===== src/rtl/result_ascii_tx.sv =====
// result_ascii_tx: prints a binary result word as decimal ASCII on a byte
// stream, most significant digit first, followed by TERM_CHAR.
// Binary-to-BCD runs iteratively (shift-add-3), one input bit per cycle.
// Optional feature macro: RESULT_TX_SIGNED_EN. When defined, result_in is
// two's complement and negative values are prefixed with '-'.
//
// Handshake rule (both ports): a transfer happens on a posedge clk where
// valid && ready are both high. char_out/char_valid are registered, hold
// steady until char_ready, and never depend combinationally on char_ready.
module result_ascii_tx #(
  parameter int          WIDTH     = 64,
  parameter logic [7:0]  TERM_CHAR = 8'd10
) (
  input  logic             clk,
  input  logic             rst,
  input  logic [WIDTH-1:0] result_in,
  input  logic             result_valid,
  output logic             result_ready,
  output logic [7:0]       char_out,
  output logic             char_valid,
  input  logic             char_ready,
  output logic             busy,
  output logic [2:0]       state_dbg
);

  localparam int NDIG = (WIDTH * 3) / 10 + 1;
  localparam int BW   = 4 * NDIG;
  localparam int PW   = $clog2(NDIG + 1);
  localparam int CW   = $clog2(WIDTH + 1);

  typedef enum logic [2:0] {
    IDLE    = 3'd0,
    CONVERT = 3'd1,
    SIGN    = 3'd2,
    EMIT    = 3'd3,
    TERM    = 3'd4
  } state_t;

  state_t           state;
  logic [BW-1:0]    bcd;
  logic [BW-1:0]    bcd_adj;
  logic [WIDTH-1:0] shreg;
  logic [CW-1:0]    cnt;
  logic [PW-1:0]    ptr;
  logic [PW-1:0]    ptr_m1;
  logic [PW-1:0]    msnz;
  logic [3:0]       nib_msnz;
  logic [3:0]       nib_ptr_m1;
`ifdef RESULT_TX_SIGNED_EN
  logic             neg;
  logic [3:0]       nib_ptr;
`endif

  assign state_dbg = state;
  assign ptr_m1    = ptr - 1'b1;

  // Pick one BCD digit out of the packed digit register.
  function automatic logic [3:0] nib_at(input logic [BW-1:0] b, input logic [PW-1:0] i);
    return b[{i, 2'b00} +: 4];
  endfunction

  // Add-3 correction: every digit >= 5 gets +3 before the next left shift.
  always_comb begin
    bcd_adj = bcd;
    for (int i = 0; i < NDIG; i++) begin
      if (bcd[4*i +: 4] >= 4'd5) bcd_adj[4*i +: 4] = bcd[4*i +: 4] + 4'd3;
    end
  end

  // Most significant nonzero digit; stays 0 for a zero value so "0" prints.
  always_comb begin
    msnz = '0;
    for (int i = 0; i < NDIG; i++) begin
      if (bcd[4*i +: 4] != 4'd0) msnz = PW'(i);
    end
  end

  // Digit lookups for the character that goes out next.
  always_comb begin
    nib_msnz   = nib_at(bcd, msnz);
    nib_ptr_m1 = nib_at(bcd, ptr_m1);
`ifdef RESULT_TX_SIGNED_EN
    nib_ptr    = nib_at(bcd, ptr);
`endif
  end

  // Main control FSM with registered handshake outputs.
  always_ff @(posedge clk or posedge rst) begin
    if (rst) begin
      state        <= IDLE;
      result_ready <= 1'b0;
      char_valid   <= 1'b0;
      char_out     <= 8'h00;
      busy         <= 1'b0;
      bcd          <= '0;
      shreg        <= '0;
      cnt          <= '0;
      ptr          <= '0;
`ifdef RESULT_TX_SIGNED_EN
      neg          <= 1'b0;
`endif
    end else begin
      case (state)
        IDLE: begin
          if (result_ready && result_valid) begin
            bcd          <= '0;
            cnt          <= CW'(WIDTH);
            result_ready <= 1'b0;
            busy         <= 1'b1;
            state        <= CONVERT;
`ifdef RESULT_TX_SIGNED_EN
            // Two's complement negate; the most negative value maps to its exact magnitude.
            shreg        <= result_in[WIDTH-1] ? (~result_in + 1'b1) : result_in;
            neg          <= result_in[WIDTH-1];
`else
            shreg        <= result_in;
`endif
          end else begin
            result_ready <= 1'b1;
          end
        end

        CONVERT: begin
          if (cnt != '0) begin
            {bcd, shreg} <= {bcd_adj, shreg} << 1;
            cnt          <= cnt - 1'b1;
          end else begin
            // All bits shifted in: BCD is final, start printing.
            ptr        <= msnz;
            char_valid <= 1'b1;
`ifdef RESULT_TX_SIGNED_EN
            if (neg) begin
              state    <= SIGN;
              char_out <= 8'h2D;
            end else begin
              state    <= EMIT;
              char_out <= 8'h30 + {4'h0, nib_msnz};
            end
`else
            state      <= EMIT;
            char_out   <= 8'h30 + {4'h0, nib_msnz};
`endif
          end
        end

`ifdef RESULT_TX_SIGNED_EN
        SIGN: begin
          if (char_ready) begin
            state    <= EMIT;
            char_out <= 8'h30 + {4'h0, nib_ptr};
          end
        end
`endif

        EMIT: begin
          if (char_ready) begin
            if (ptr == '0) begin
              state    <= TERM;
              char_out <= TERM_CHAR;
            end else begin
              ptr      <= ptr_m1;
              char_out <= 8'h30 + {4'h0, nib_ptr_m1};
            end
          end
        end

        TERM: begin
          if (char_ready) begin
            state        <= IDLE;
            char_valid   <= 1'b0;
            busy         <= 1'b0;
            result_ready <= 1'b1;
          end
        end

        default: begin
          state        <= IDLE;
          char_valid   <= 1'b0;
          busy         <= 1'b0;
          result_ready <= 1'b0;
        end
      endcase
    end
  end

endmodule


===== config.mk =====
export PLATFORM = sky130hd
export DESIGN_NAME = result_ascii_tx
export DESIGN_NICKNAME = d
export VERILOG_FILES = /design/src/rtl/result_ascii_tx.sv
export SDC_FILE = /design/constraint.sdc
export NUM_CORES = 1
export LEC_CHECK = 0
export ABC_AREA = 1
export BUFFER_PORTS_ARGS = -buffer_cell sky130_fd_sc_hd__buf_2
export CORE_MARGIN = 1.5
export CORE_UTILIZATION = 30
export DETAILED_ROUTE_END_ITERATION = 8
export PLACE_DENSITY = 0.51
export RECOVER_POWER = 100
export SYNTH_ARGS = -nofsm -noshare
export SYNTH_HDL_FRONTEND = slang
export SYNTH_SLANG_ARGS = --single-unit

===== constraint.sdc =====
create_clock -name clk -period 4.61 [get_ports clk]
set_input_delay 0.461 -clock clk [delete_from_list [all_inputs] [get_ports clk]]
set_output_delay 0.461 -clock clk [all_outputs]
set_load 0.01 [all_outputs]

==> qor.csv <==
stage,metric,value,unit
run_status,status,"finished, violations left",
run_status,violations,"max-capacitance violations, max-slew violations",
global_routing,grtUsageMet2,0.280,
clocking,clockBufferDepth,2,
clocking,h-tree-depth,4,
die,die_h,191,um
placement,dp_slack,1.12,ns
timing,report.final.slew_viol_count,149,
finish,nFillCells,3667,
setup_path,critical_path_required,4.90,ns
pwr,powerDensity,830,nW/um2
pwr,p_leak,5.50,nW
clocking,cts_resized,0,
placement,globalplace.congestion,0.872,
clocking,ctsHoldBuffers,0,
yosys,syn_area_per_cell,7.62,um2
yosys,ys_ff_latch,167,
die,coreArea,34600,um2
global_routing,use_met3,0.0416,
setup_path,slowest_delay,0.77,ns
setup_path,cp_max_fo,61,
timing,fin_crit_sh,0.825,
clocking,post-cts-setup-buffers,0,
finish,final_cell_mix,"nand2_1 (251), inv_1 (202), dfrtp_1 (167)",
die,rows,68,
timing,period_needed,3.80,ns
yosys,syn_inst,1389,
die,io_pins,82,
setup_path,cp-end-kind,flip-flop,
timing,tns,0,ns
routing,vias,9812,
setup_path,cp_cell_sequence,clkinv_1 > nor2_1 > clkinv_1 > nor2_1 > inv_1 > nor2_1 > clkinv_1 > buf_4 > buf_4 > nand2_1 > o21ai_0,
yosys,synth_edf_count,0,
timing,fmax,263,MHz
die,fp.dieW,191,um
yosys,synth_area_leaders,"dfrtp_1 (40%), nand2_1 (8.9%), o21ai_0 (7.3%)",
setup_path,crit_slowest_cell,nor2_1,
clocking,cts_tree,built,
routing,drc,0,
global_routing,grt_pass1_wl,52.4,mm
setup_path,arrival,4.09,ns
routing,ant_nets,0,
yosys,synth_warnings,0,
yosys,synth_top_area_cell,dfrtp_1,
worst_hold_path,hold_path_class,input port to flip-flop,
timing,finalHoldViolations,0,
placement,io_buffers,79,
clocking,clk_latency,0.44,ns
finish,final_common_cell,nand2_1,
finish,nets,1556,
yosys,synth_top_area_frac,0.395,
global_routing,track_usage,0.182,
global_routing,busiest_layer,met2,
routing,first_pass_iters,5,
setup_path,crit_type,flip-flop to flip-flop,
routing,wl_per_cell,16.6,um
routing,wirelength,31.6,mm
finish,seq_area,4180,um2
timing,grt_setup_unrepaired,no,
clocking,clk_pin_slew,0.08,ns
finish,multi_input_area,5260,um2
global_routing,gr-usage-met1,0.254,
clocking,clockRootBuffer,clkbuf_16,
timing,holdWs,0.212,ns
timing,max_slew.worst_pin.slew,2.55,ns
finish,syn2layout_area_growth,13.0,%
timing,finalSetupViolations,0,
global_routing,antenna_found_initial,3,
yosys,synth_cell_types,48,
setup_path,start_kind,flip-flop,
yosys,ys.flop_type,dfrtp_1,
routing,drt_iter0_drc,635,
clocking,cts_num_sinks,167,
global_routing,overflow,0,
yosys,synthArstFlopShare,1.00,
pwr,irDropWorstVdd,0.379,mV
yosys,seq_area_frac_synth,0.395,
die,die-area,36400,um2
yosys,synth_area,10600,um2
timing,setup_ws,0.805,ns
clocking,numCtsBuffers,17,
die,start_util,0.305,
global_routing,grt_pass1_vias,9547,
job,maxCapViolCount,2,
timing,relSlewSlack,-0.703,
global_routing,grt_max_degree,109,
finish,drive_above_1_share,0.0939,
timing,skew,0.0121,ns
placement,dp_hpwl,21.5,mm
pwr,p_total,9.92,mW
routing,vias_per_cell,5.15,
## where the power goes
| group | internal [mW] | switching, mW | leakage (nW) |
|---|---|---|---|
| registers | 2.04 | 0.359 | 2.17 |
| clock network | 0.836 | 0.728 | 0.306 |
| logic | 1.76 | 4.19 | 3.03 |
## registers in the layout, indices dropped and copies added, names as in the netlist
signal	count
bcd	80
shreg	64
cnt	7
char_out	5
ptr	5
state_dbg	3
busy	1
char_valid	1
result_ready	1
## stage by stage
stage,utilization,std cells,cell area (um2)
floorplan,-,1390,10600
global placement,0.329,1871,11400
detailed placement,0.329,1871,11400
CTS,0.347,1903,12000
global route,0.345,1903,12000
finish,0.345,1904,12000
## layer usage
metal / vias to the layer above / share of wire
met5: - / 0.00054
li1: 4813 / -
met4: 4 / 0.015
met3: 41 / 0.062
met2: 277 / 0.44
met1: 4677 / 0.48
## worst max-delay path, delay by kind of cell (launching register included)
kind	cells	cell delay, ns
compound gates	1	0.10
flops	1	0.43
buf+inv	6	1.64
simple gates	4	1.42
## logic make-up (layout without fill, tap and decap cells)
logic type | after synthesis | after routing | synth area share
buffers and inverters | 288 | 346 | 0.108
xor gates and xnor gates | 27 | 27 | 0.0224
and+or+nand+nor | 457 | 457 | 0.183
other | 1 | 3 | 0.000355
adders and majority gates | 53 | 53 | 0.0627
DFF | 167 | 167 | 0.395
AOI/OAI and AO/OA | 396 | 396 | 0.229
## cell type report
cell class,count,area share
clock buffer,17,0.0356
inverter,218,0.0685
tap,455,0.0476
antenna,1,0.000209
multi-input combinational,935,0.440
timing repair buffer,96,0.0411
clock inverter,15,0.0174
sequential,167,0.350
## synthesized netlist by cell type, drive strengths merged, types with 7 or more instances
| library cell | count |
|---|---|
| dfrtp | 167 |
| nor2 | 74 |
| a31oi | 9 |
| inv | 215 |
| o21ai | 163 |
| nor3 | 7 |
| xor2 | 26 |
| o2111ai | 11 |
| ha | 53 |
| clkbuf | 51 |
| nand3 | 114 |
| o211ai | 9 |
| buf | 19 |
| nand2 | 256 |
| o221ai | 60 |
| o22ai | 37 |
| a21oi | 82 |
## final timing paths
| kind | startpoint | end | slack (ns) | cells past startpoint |
|---|---|---|---|---|
| worst max-delay path | state_dbg[0] | state_dbg[1] | 0.81 | 11 |
| worst min-delay path | result_in[62] | shreg[62] | 0.21 | 3 |
| worst max register to register | state_dbg[0] | state_dbg[1] | 0.81 | 11 |
| worst min register to register | cnt[5] | cnt[5] | 0.47 | 1 |
| max in group asynchronous | rst | bcd[28] | 1.16 | 3 |
| min in group asynchronous | rst | shreg[46] | 0.33 | 2 |
Power figures use the tool's default switching activity.
